File: src/rtl/ddr2_tg_pkg.sv
// Shared types and constants for the DDR2 FIFO traffic generator.
// Pattern modes, FSM states, LFSR seed/taps and a busy helper.
package ddr2_tg_pkg;

   typedef enum logic [1:0] {
      PAT_INC  = 2'd0,
      PAT_WALK = 2'd1,
      PAT_LFSR = 2'd2,
      PAT_ALT  = 2'd3
   } pat_mode_e;

   typedef enum logic [2:0] {
      IDLE,
      DELAY,
      WRITE,
      READ,
      DRAIN,
      DONE
   } tg_state_e;

   // x^32 + x^22 + x^2 + x + 1 -> state bits 31, 21, 1, 0
   localparam logic [31:0] LFSR_SEED = 32'h0000_0001;
   localparam logic [31:0] LFSR_TAPS = 32'h8020_0003;

   function automatic logic is_busy(tg_state_e s);
      return !(s == IDLE || s == DONE);
   endfunction

endpackage

File: src/rtl/ddr2_fifo_traffic_gen_if.sv
// FIFO-side bundle between the traffic generator and the DDR2 FIFO.
// master: drives wr_en/wr_data/rd_en; slave: drives full/empty/read data.
interface ddr2_fifo_traffic_gen_if #(
   parameter int DATA_W = 32
) ();

   logic              wr_full;
   logic              wr_en;
   logic [DATA_W-1:0] wr_data;
   logic              rd_empty;
   logic              rd_en;
   logic              rd_valid;
   logic [DATA_W-1:0] rd_data;

   modport master (
      input  wr_full,
      output wr_en,
      output wr_data,
      input  rd_empty,
      output rd_en,
      input  rd_valid,
      input  rd_data
   );

   modport slave (
      output wr_full,
      input  wr_en,
      input  wr_data,
      output rd_empty,
      input  rd_en,
      output rd_valid,
      output rd_data
   );

endinterface

File: src/rtl/ddr2_tg_pat_gen.sv
// Pattern generator: seed_load restarts mode's sequence, advance steps it.
// Ports: clk, reset_n, seed_load, advance, mode, pattern (registered).
module ddr2_tg_pat_gen
   import ddr2_tg_pkg::*;
#(
   parameter int DATA_W = 32
) (
   input  logic              clk,
   input  logic              reset_n,
   input  logic              seed_load,
   input  logic              advance,
   input  pat_mode_e         mode,
   output logic [DATA_W-1:0] pattern
);

   logic [31:0]       lfsr_q;
   logic [31:0]       lfsr_d;
   logic [DATA_W-1:0] lfsr_w;
   logic [DATA_W-1:0] pat_d;

   function automatic logic [DATA_W-1:0] alt_seed();
      logic [DATA_W-1:0] v;
      v = '0;
      for (int i = 0; i < DATA_W; i++)
         v[i] = 1'(i % 2);
      return v;
   endfunction

   // LFSR always runs on 32 bits; the word is its low bits, zero-extended
   if (DATA_W > 32) begin : g_wide
      assign lfsr_w = {{(DATA_W-32){1'b0}}, lfsr_d};
   end else begin : g_narrow
      assign lfsr_w = lfsr_d[DATA_W-1:0];
   end

   always_comb begin
      lfsr_d = lfsr_q;
      if (seed_load)
         lfsr_d = LFSR_SEED;
      else if (advance && mode == PAT_LFSR)
         lfsr_d = {lfsr_q[30:0], ^(lfsr_q & LFSR_TAPS)};
   end

   always_comb begin
      pat_d = pattern;
      if (seed_load) begin
         unique case (mode)
            PAT_INC:  pat_d = '0;
            PAT_WALK: pat_d = DATA_W'(1);
            PAT_LFSR: pat_d = lfsr_w;
            PAT_ALT:  pat_d = alt_seed();
         endcase
      end else if (advance) begin
         unique case (mode)
            PAT_INC:  pat_d = pattern + 1'b1;
            PAT_WALK: pat_d = {pattern[DATA_W-2:0],
                               pattern[DATA_W-1]};
            PAT_LFSR: pat_d = lfsr_w;
            PAT_ALT:  pat_d = ~pattern;
         endcase
      end
   end

   always_ff @(posedge clk or negedge reset_n) begin
      if (!reset_n) begin
         pattern <= '0;
         lfsr_q  <= '0;
      end else begin
         pattern <= pat_d;
         lfsr_q  <= lfsr_d;
      end
   end

endmodule

File: src/rtl/ddr2_fifo_traffic_gen.sv
// Write/read-back traffic generator and checker for DDR2 FIFO bring-up.
// Ports: clk, reset_n, phy_init_done, mode, fifo (master), busy, done,
// err, err_count, pass_count.
module ddr2_fifo_traffic_gen
   import ddr2_tg_pkg::*;
#(
   parameter int DATA_W      = 32,
   parameter int BURST_LEN   = 512,
   parameter int START_DELAY = 16,
   parameter int NUM_PASSES  = 0,
   parameter int RD_LAT      = 2
) (
   input  logic        clk,
   input  logic        reset_n,
   input  logic        phy_init_done,
   input  logic [1:0]  mode,
   ddr2_fifo_traffic_gen_if.master fifo,
   output logic        busy,
   output logic        done,
   output logic        err,
   output logic [15:0] err_count,
   output logic [15:0] pass_count
);

   localparam int CW = $clog2(BURST_LEN + 1);
   localparam int DW = (START_DELAY > 0) ?
                       $clog2(START_DELAY + 1) : 1;

   if (BURST_LEN < 2 || DATA_W < 8 || DATA_W > 64 ||
       RD_LAT < 0) begin : g_bad_param
      $error("ddr2_fifo_traffic_gen: bad parameters");
   end

   tg_state_e         state_q, state_d;
   pat_mode_e         mode_q, mode_d, gen_mode;
   logic [DW-1:0]     dly_q, dly_d;
   logic [CW-1:0]     wr_cnt_q, wr_cnt_d;
   logic [CW-1:0]     rd_cnt_q, rd_cnt_d;
   logic [CW-1:0]     chk_cnt_q, chk_cnt_d;
   logic              wr_en_q, wr_en_d;
   logic              rd_en_q, rd_en_d;
   logic              seed, pass_end;
   logic              chk_vld, miss;
   logic [DATA_W-1:0] exp_pat;
   int                wr_tot, rd_tot, chk_tot;

   // Words already strobed plus the one in flight this cycle
   always_comb begin
      wr_tot  = int'(wr_cnt_q) + int'(wr_en_q);
      rd_tot  = int'(rd_cnt_q) + int'(rd_en_q);
      chk_vld = fifo.rd_valid &&
                (state_q == READ || state_q == DRAIN);
      chk_tot = int'(chk_cnt_q) + int'(chk_vld);
      miss    = chk_vld && (fifo.rd_data != exp_pat);
   end

   always_comb begin
      state_d   = state_q;
      mode_d    = mode_q;
      dly_d     = dly_q;
      wr_cnt_d  = wr_cnt_q + CW'(wr_en_q);
      rd_cnt_d  = rd_cnt_q + CW'(rd_en_q);
      chk_cnt_d = chk_cnt_q + CW'(chk_vld);
      wr_en_d   = 1'b0;
      rd_en_d   = 1'b0;
      seed      = 1'b0;
      pass_end  = 1'b0;
      unique case (state_q)
         IDLE: begin
            if (phy_init_done) begin
               state_d = DELAY;
               dly_d   = '0;
            end
         end
         DELAY: begin
            if (int'(dly_q) + 1 >= START_DELAY) begin
               state_d   = WRITE;
               mode_d    = pat_mode_e'(mode);
               seed      = 1'b1;
               wr_cnt_d  = '0;
               rd_cnt_d  = '0;
               chk_cnt_d = '0;
            end else begin
               dly_d = dly_q + DW'(1);
            end
         end
         WRITE: begin
            wr_en_d = !fifo.wr_full && wr_tot < BURST_LEN;
            if (wr_tot == BURST_LEN) begin
               state_d  = READ;
               wr_cnt_d = '0;
            end
         end
         READ: begin
            rd_en_d = !fifo.rd_empty && rd_tot < BURST_LEN;
            if (rd_tot == BURST_LEN) begin
               state_d  = DRAIN;
               rd_cnt_d = '0;
            end
         end
         DRAIN: begin
            // Last word is compared on this edge, before the reseed
            if (chk_tot >= BURST_LEN) begin
               pass_end  = 1'b1;
               seed      = 1'b1;
               chk_cnt_d = '0;
               if (NUM_PASSES != 0 &&
                   int'(pass_count) + 1 == NUM_PASSES)
                  state_d = DONE;
               else
                  state_d = WRITE;
            end
         end
         DONE: begin
         end
         default: state_d = IDLE;
      endcase
   end

   always_ff @(posedge clk or negedge reset_n) begin
      if (!reset_n) begin
         state_q    <= IDLE;
         mode_q     <= PAT_INC;
         dly_q      <= '0;
         wr_cnt_q   <= '0;
         rd_cnt_q   <= '0;
         chk_cnt_q  <= '0;
         wr_en_q    <= 1'b0;
         rd_en_q    <= 1'b0;
         err        <= 1'b0;
         err_count  <= '0;
         pass_count <= '0;
      end else begin
         state_q   <= state_d;
         mode_q    <= mode_d;
         dly_q     <= dly_d;
         wr_cnt_q  <= wr_cnt_d;
         rd_cnt_q  <= rd_cnt_d;
         chk_cnt_q <= chk_cnt_d;
         wr_en_q   <= wr_en_d;
         rd_en_q   <= rd_en_d;
         if (miss) begin
            err <= 1'b1;
            if (err_count != 16'hFFFF)
               err_count <= err_count + 16'd1;
         end
         if (pass_end)
            pass_count <= pass_count + 16'd1;
      end
   end

   // Mode is taken live on the DELAY exit edge, latched afterwards
   assign gen_mode = (state_q == DELAY) ?
                     pat_mode_e'(mode) : mode_q;

   ddr2_tg_pat_gen #(.DATA_W(DATA_W)) u_wr_gen (
      .clk       (clk),
      .reset_n   (reset_n),
      .seed_load (seed),
      .advance   (wr_en_q),
      .mode      (gen_mode),
      .pattern   (fifo.wr_data)
   );

   ddr2_tg_pat_gen #(.DATA_W(DATA_W)) u_exp_gen (
      .clk       (clk),
      .reset_n   (reset_n),
      .seed_load (seed),
      .advance   (chk_vld),
      .mode      (gen_mode),
      .pattern   (exp_pat)
   );

   assign fifo.wr_en = wr_en_q;
   assign fifo.rd_en = rd_en_q;
   assign busy       = is_busy(state_q);
   assign done       = (state_q == DONE);

endmodule

File: src/flat_wrapper.sv
// flat-port wrapper written by rule: the top's interface ports become plain ports
module ddr2_fifo_traffic_gen_flat import ddr2_tg_pkg::*;
#(
   parameter int DATA_W      = 32,
   parameter int BURST_LEN   = 512,
   parameter int START_DELAY = 16,
   parameter int NUM_PASSES  = 0,
   parameter int RD_LAT      = 2
)
  (clk, reset_n, phy_init_done, mode, busy, done, err, err_count, pass_count, fifo_wr_full, fifo_wr_en, fifo_wr_data, fifo_rd_empty, fifo_rd_en, fifo_rd_valid, fifo_rd_data);
  ddr2_fifo_traffic_gen_if #(.DATA_W(DATA_W)) fifo_i ();
  input  logic clk;
  input  logic reset_n;
  input  logic phy_init_done;
  input  logic [1:0] mode;
  output logic busy;
  output logic done;
  output logic err;
  output logic [15:0] err_count;
  output logic [15:0] pass_count;
  input wire logic [$bits(fifo_i.wr_full)-1:0] fifo_wr_full;
  output wire logic [$bits(fifo_i.wr_en)-1:0] fifo_wr_en;
  output wire logic [$bits(fifo_i.wr_data)-1:0] fifo_wr_data;
  input wire logic [$bits(fifo_i.rd_empty)-1:0] fifo_rd_empty;
  output wire logic [$bits(fifo_i.rd_en)-1:0] fifo_rd_en;
  input wire logic [$bits(fifo_i.rd_valid)-1:0] fifo_rd_valid;
  input wire logic [$bits(fifo_i.rd_data)-1:0] fifo_rd_data;
  assign fifo_i.wr_full = fifo_wr_full;
  assign fifo_wr_en = fifo_i.wr_en;
  assign fifo_wr_data = fifo_i.wr_data;
  assign fifo_i.rd_empty = fifo_rd_empty;
  assign fifo_rd_en = fifo_i.rd_en;
  assign fifo_i.rd_valid = fifo_rd_valid;
  assign fifo_i.rd_data = fifo_rd_data;
  ddr2_fifo_traffic_gen #(.DATA_W(DATA_W), .BURST_LEN(BURST_LEN), .START_DELAY(START_DELAY), .NUM_PASSES(NUM_PASSES), .RD_LAT(RD_LAT)) u_core (.clk(clk), .reset_n(reset_n), .phy_init_done(phy_init_done), .mode(mode), .fifo(fifo_i), .busy(busy), .done(done), .err(err), .err_count(err_count), .pass_count(pass_count));
endmodule
File: config.mk
export PLATFORM = sky130hd
export DESIGN_NAME = ddr2_fifo_traffic_gen_flat
export DESIGN_NICKNAME = d
export VERILOG_FILES = /design/src/rtl/ddr2_tg_pkg.sv /design/src/rtl/ddr2_fifo_traffic_gen_if.sv /design/src/rtl/ddr2_tg_pat_gen.sv /design/src/rtl/ddr2_fifo_traffic_gen.sv /design/src/flat_wrapper.sv
export SDC_FILE = /design/constraint.sdc
export NUM_CORES = 1
export LEC_CHECK = 0
export CAP_MARGIN = 20
export CORE_MARGIN = 5
export CORE_UTILIZATION = 30
export CTS_CLUSTER_DIAMETER = 150
export DETAILED_ROUTE_END_ITERATION = 8
export GPL_TIMING_DRIVEN = 0
export PLACE_DENSITY = 0.45
export SLEW_MARGIN = 20
export SYNTH_ARGS = -nofsm -noshare
export SYNTH_HDL_FRONTEND = slang
export SYNTH_SLANG_ARGS = --single-unit
export TNS_END_PERCENT = 10
File: constraint.sdc
create_clock -name clk -period 6.3 [get_ports clk]
set_clock_uncertainty 0.2 [all_clocks]
set_input_delay 0.63 -clock clk [delete_from_list [all_inputs] [get_ports clk]]
set_output_delay 0.63 -clock clk [all_outputs]
set_load 0.01 [all_outputs]
==> results.yml <==
timing:
  fin_crit_sh: 0.7570
  hold_viol: 0
  max-slew-margin-rel: 0.2634
  min_period_ps: 4769
  worstMarginPinSlew_ps: 1095
  setup-violations-final: 0
  holdWs_ps: 264.5
  finalMaxSlewViolations: 0
  fmax_ghz: 0.2097
  rsz0062_at_grt: "no"
worst_setup_path:
  crit_arrival_ps: 5020
  crit_buf_inv: 3
  critPathKind: "flip-flop to flip-flop"
  worstPathCellList: "and3b_1 -> clkbuf_1 -> o21ai_2 -> inv_2 -> ha_1 -> ha_1 -> and2_1 -> o211ai_1 -> buf_2 -> nand3_1 -> a21o_1 -> o21ai_0"
  cp_slowest_cell: "o21ai_2"
  end_kind: "flip-flop"
  critPathMaxStageDelay_ps: 590
  worstPathMaxFanout: 10
  cp-start-kind: "flip-flop"
  crit_required_ps: 6550
  path_delay_family: "compound AO/OA/AOI/OAI gates"
  path_common_cell: "ha_1"
routing:
  dr.pass1.iters: 5
  route.detailed.drc: 0
  viasPerCell: 5.602
  drt-initial-drc-count: 1041
  via_count: 11950
  totalWireLength_mm: 50.15
  ant_nets: 0
  avgRoutedWirePerCell_um: 23.50
logic_synthesis:
  synthTopCellsByCount: "nand2_1 (216), dfrtp_1 (203), o21ai_0 (122), nor2_1 (102), a21oi_1 (95)"
  synthesis.area_um2: 12400
  synth_compound_area_frac: 0.2062
  syn_area_per_cell_um2: 8.611
  synth-async-reset-ratio: 1.000
  yosys-top-cells-area: "dfrtp_1 (41%), nand2_1 (6.5%), xnor2_1 (6.1%)"
  synthMuxAreaShare: 0.04046
  synthCells: 1440
  synth_nets: 1491
  synth-main-ff-cell: "dfrtp_1"
  synth-edff-count: 0
  yosysUniqueCellTypes: 85
  synth_warnings: 0
  synth_xor_area_frac: 0.07629
  ys_seq_elements: 203
  synth_fa_ha_area_frac: 0.01110
  yosys.area_share.simple: 0.2130
  yosysMostFrequentCell: "nand2_1"
  seq_area_frac_synth: 0.4097
  yosys.area.top_type: "dfrtp_1"
  synth_top_area_frac: 0.4097
  synth_top_family_by_area: "simple AND/OR/NAND/NOR gates"
grt:
  grt_remaining_overflow: 0
  grt_pass1_vias: 11930
  antenna_found_initial: 0
  grtUsageTotal: 0.2166
  grt_pass1_wl_mm: 76.09
  grt_start_max_net_pins: 79
power_and_ir_drop:
  power_frac_comb: 0.424
  switching_share: 0.4217
  pwr-share-seq: 0.315
  ir_drop_mv: 0.1758
  p_leak_uw: 0.006017
  clkPwrFrac: 0.261
  internal_power_uw: 3480
  switchingPower_uw: 2538
  powerDensity_nw_per_um2: 397.7
cts:
  clock-sinks: 203
  cts_inserted_buffers: 27
  worstSkewPairLatency_ps: 560
  cts.htree.levels: 1
  cts_root_buffer: "clkbuf_16"
  clkTransAtPathRegs_ps: 60
  cts_resized: 0
  cts_tree: "yes"
  clock_path_buffers: 3
floorplan:
  fp-row-count: 74
  die_h_um: 213.3
  die-area_um2: 45500
  initial_core_util: 0.3037
  io_pins: 109
  die-width_um: 213.3
  core-area_um2: 40830
run_status:
  status: "finished clean"
cells_and_area:
  fill_cells: 4242
  area_growth_pct: 22.05
  antenna_cells: 0
  utilization: 0.3706
  layout.nets: 1632
  drive_gt1_frac: 0.08240
placement:
  dp_hpwl_mm: 35.83
  place.gp.congestion: 0.9456
  port-buffer-count: 108
hold_path:
  hp-class: "flip-flop to flip-flop"
flow_run:
  cap_violations: 0
-- cell families after synthesis --
logic type,after synthesis
XOR/XNOR,108
AND/OR/NAND/NOR,554
multiplexers,46
adder cells (fa/ha/maj),11
flip-flops,203
AO/OA/AOI/OAI,392
buffers and inverters,126
-- path summary, 6_finish.rpt --
path | to | start | cells past startpoint | slack, ps
worst max-delay path | u_core.u_wr_gen.pattern[21] | u_core.state_q[0] | 12 | 1530
worst min-delay path | u_core.err | u_core.err | 1 | 260
worst max register to register | u_core.u_wr_gen.pattern[21] | u_core.state_q[0] | 12 | 1530
worst min register to register | u_core.err | u_core.err | 1 | 260
max in group asynchronous | u_core.u_wr_gen.pattern[5] | reset_n | 3 | 4590
min in group asynchronous | u_core.pass_count[15] | reset_n | 2 | 450
-- routing by layer --
metal,GRT usage,share of wire
met5,0,0
met4,0.08860,0.046
met3,0.03644,0.062
met2,0.3385,0.45
met1,0.2996,0.44
-- area by class of cell --
class / instances / area (µm²) / share of cell area
Multi-Input combinational cell: 1111 / 6793 / 0.4489
Inverter: 23 / 86.33 / 0.005705
Timing Repair Buffer: 112 / 1159 / 0.07656
Tap cell: 532 / 665.6 / 0.04398
Clock buffer: 36 / 769.5 / 0.05085
Sequential cell: 203 / 5080 / 0.3357
Clock inverter: 14 / 130.1 / 0.008599
Buffer: 103 / 450.4 / 0.02976
-- stage by stage --
stage	worst slack [ps]	cell area [µm²]	total power, µW	instances	TNS, ps
2_1_floorplan	3079	12400	3366	1440	0
3_3_place_gp	-5165	14150	4396	2080	-1043310
3_5_place_dp	1499	14220	4415	2083	0
4_1_cts	1533	15130	6025	2134	0
5_1_grt	1407	15130	6360	2134	0
6_report	1531	15130	6018	2134	0
-- cell usage in the layout (no fill, tap or decap), types with 16 or more instances in the layout --
cell type,count
clkbuf_16,27
buf_2,26
nand2_1,216
o21ai_0,122
mux2i_1,31
dfrtp_1,203
nand3_1,63
clkdlybuf4s50_1,107
nand4_1,42
o211ai_1,21
xnor2_1,86
xor2_1,22
and3_1,25
a221o_1,17
nor3_1,23
a31oi_1,16
nor2_1,102
inv_1,21
a21oi_1,95
clkbuf_1,70
-- registers in the layout (all words and copies together) (netlist names) --
| signal | cells |
|---|---|
| u_core.u_wr_gen.lfsr_q | 32 |
| u_core.err_count | 16 |
| u_core.dly_q | 5 |
| u_core.fifo.wr_en | 1 |
| u_core.u_exp_gen.lfsr_q | 32 |
| u_core.fifo.rd_en | 1 |
| u_core.u_exp_gen.pattern | 32 |
| u_core.err | 1 |
| u_core.chk_cnt_q | 10 |
| u_core.pass_count | 16 |
| u_core.mode_q | 2 |
| u_core.rd_cnt_q | 10 |
| u_core.state_q | 3 |
| u_core.wr_cnt_q | 10 |
| u_core.u_wr_gen.pattern | 32 |
-- power by group through the flow --
stage               sequential (µW)  clock, µW  combinational [µW]
finish                         1890       1570                2550
global route                   1930       1660                2770
CTS                            1890       1610                2530
detailed placement             1910          0                2510
global placement               1910          0                2490
floorplan                      1840          0                1530
-- timing repair --
item,in CTS,in global routing
setup buffers,0,0
hold endpoints to repair,76,0
hold buffers,1,0
Note: power is estimated with default switching activity, not from simulation.
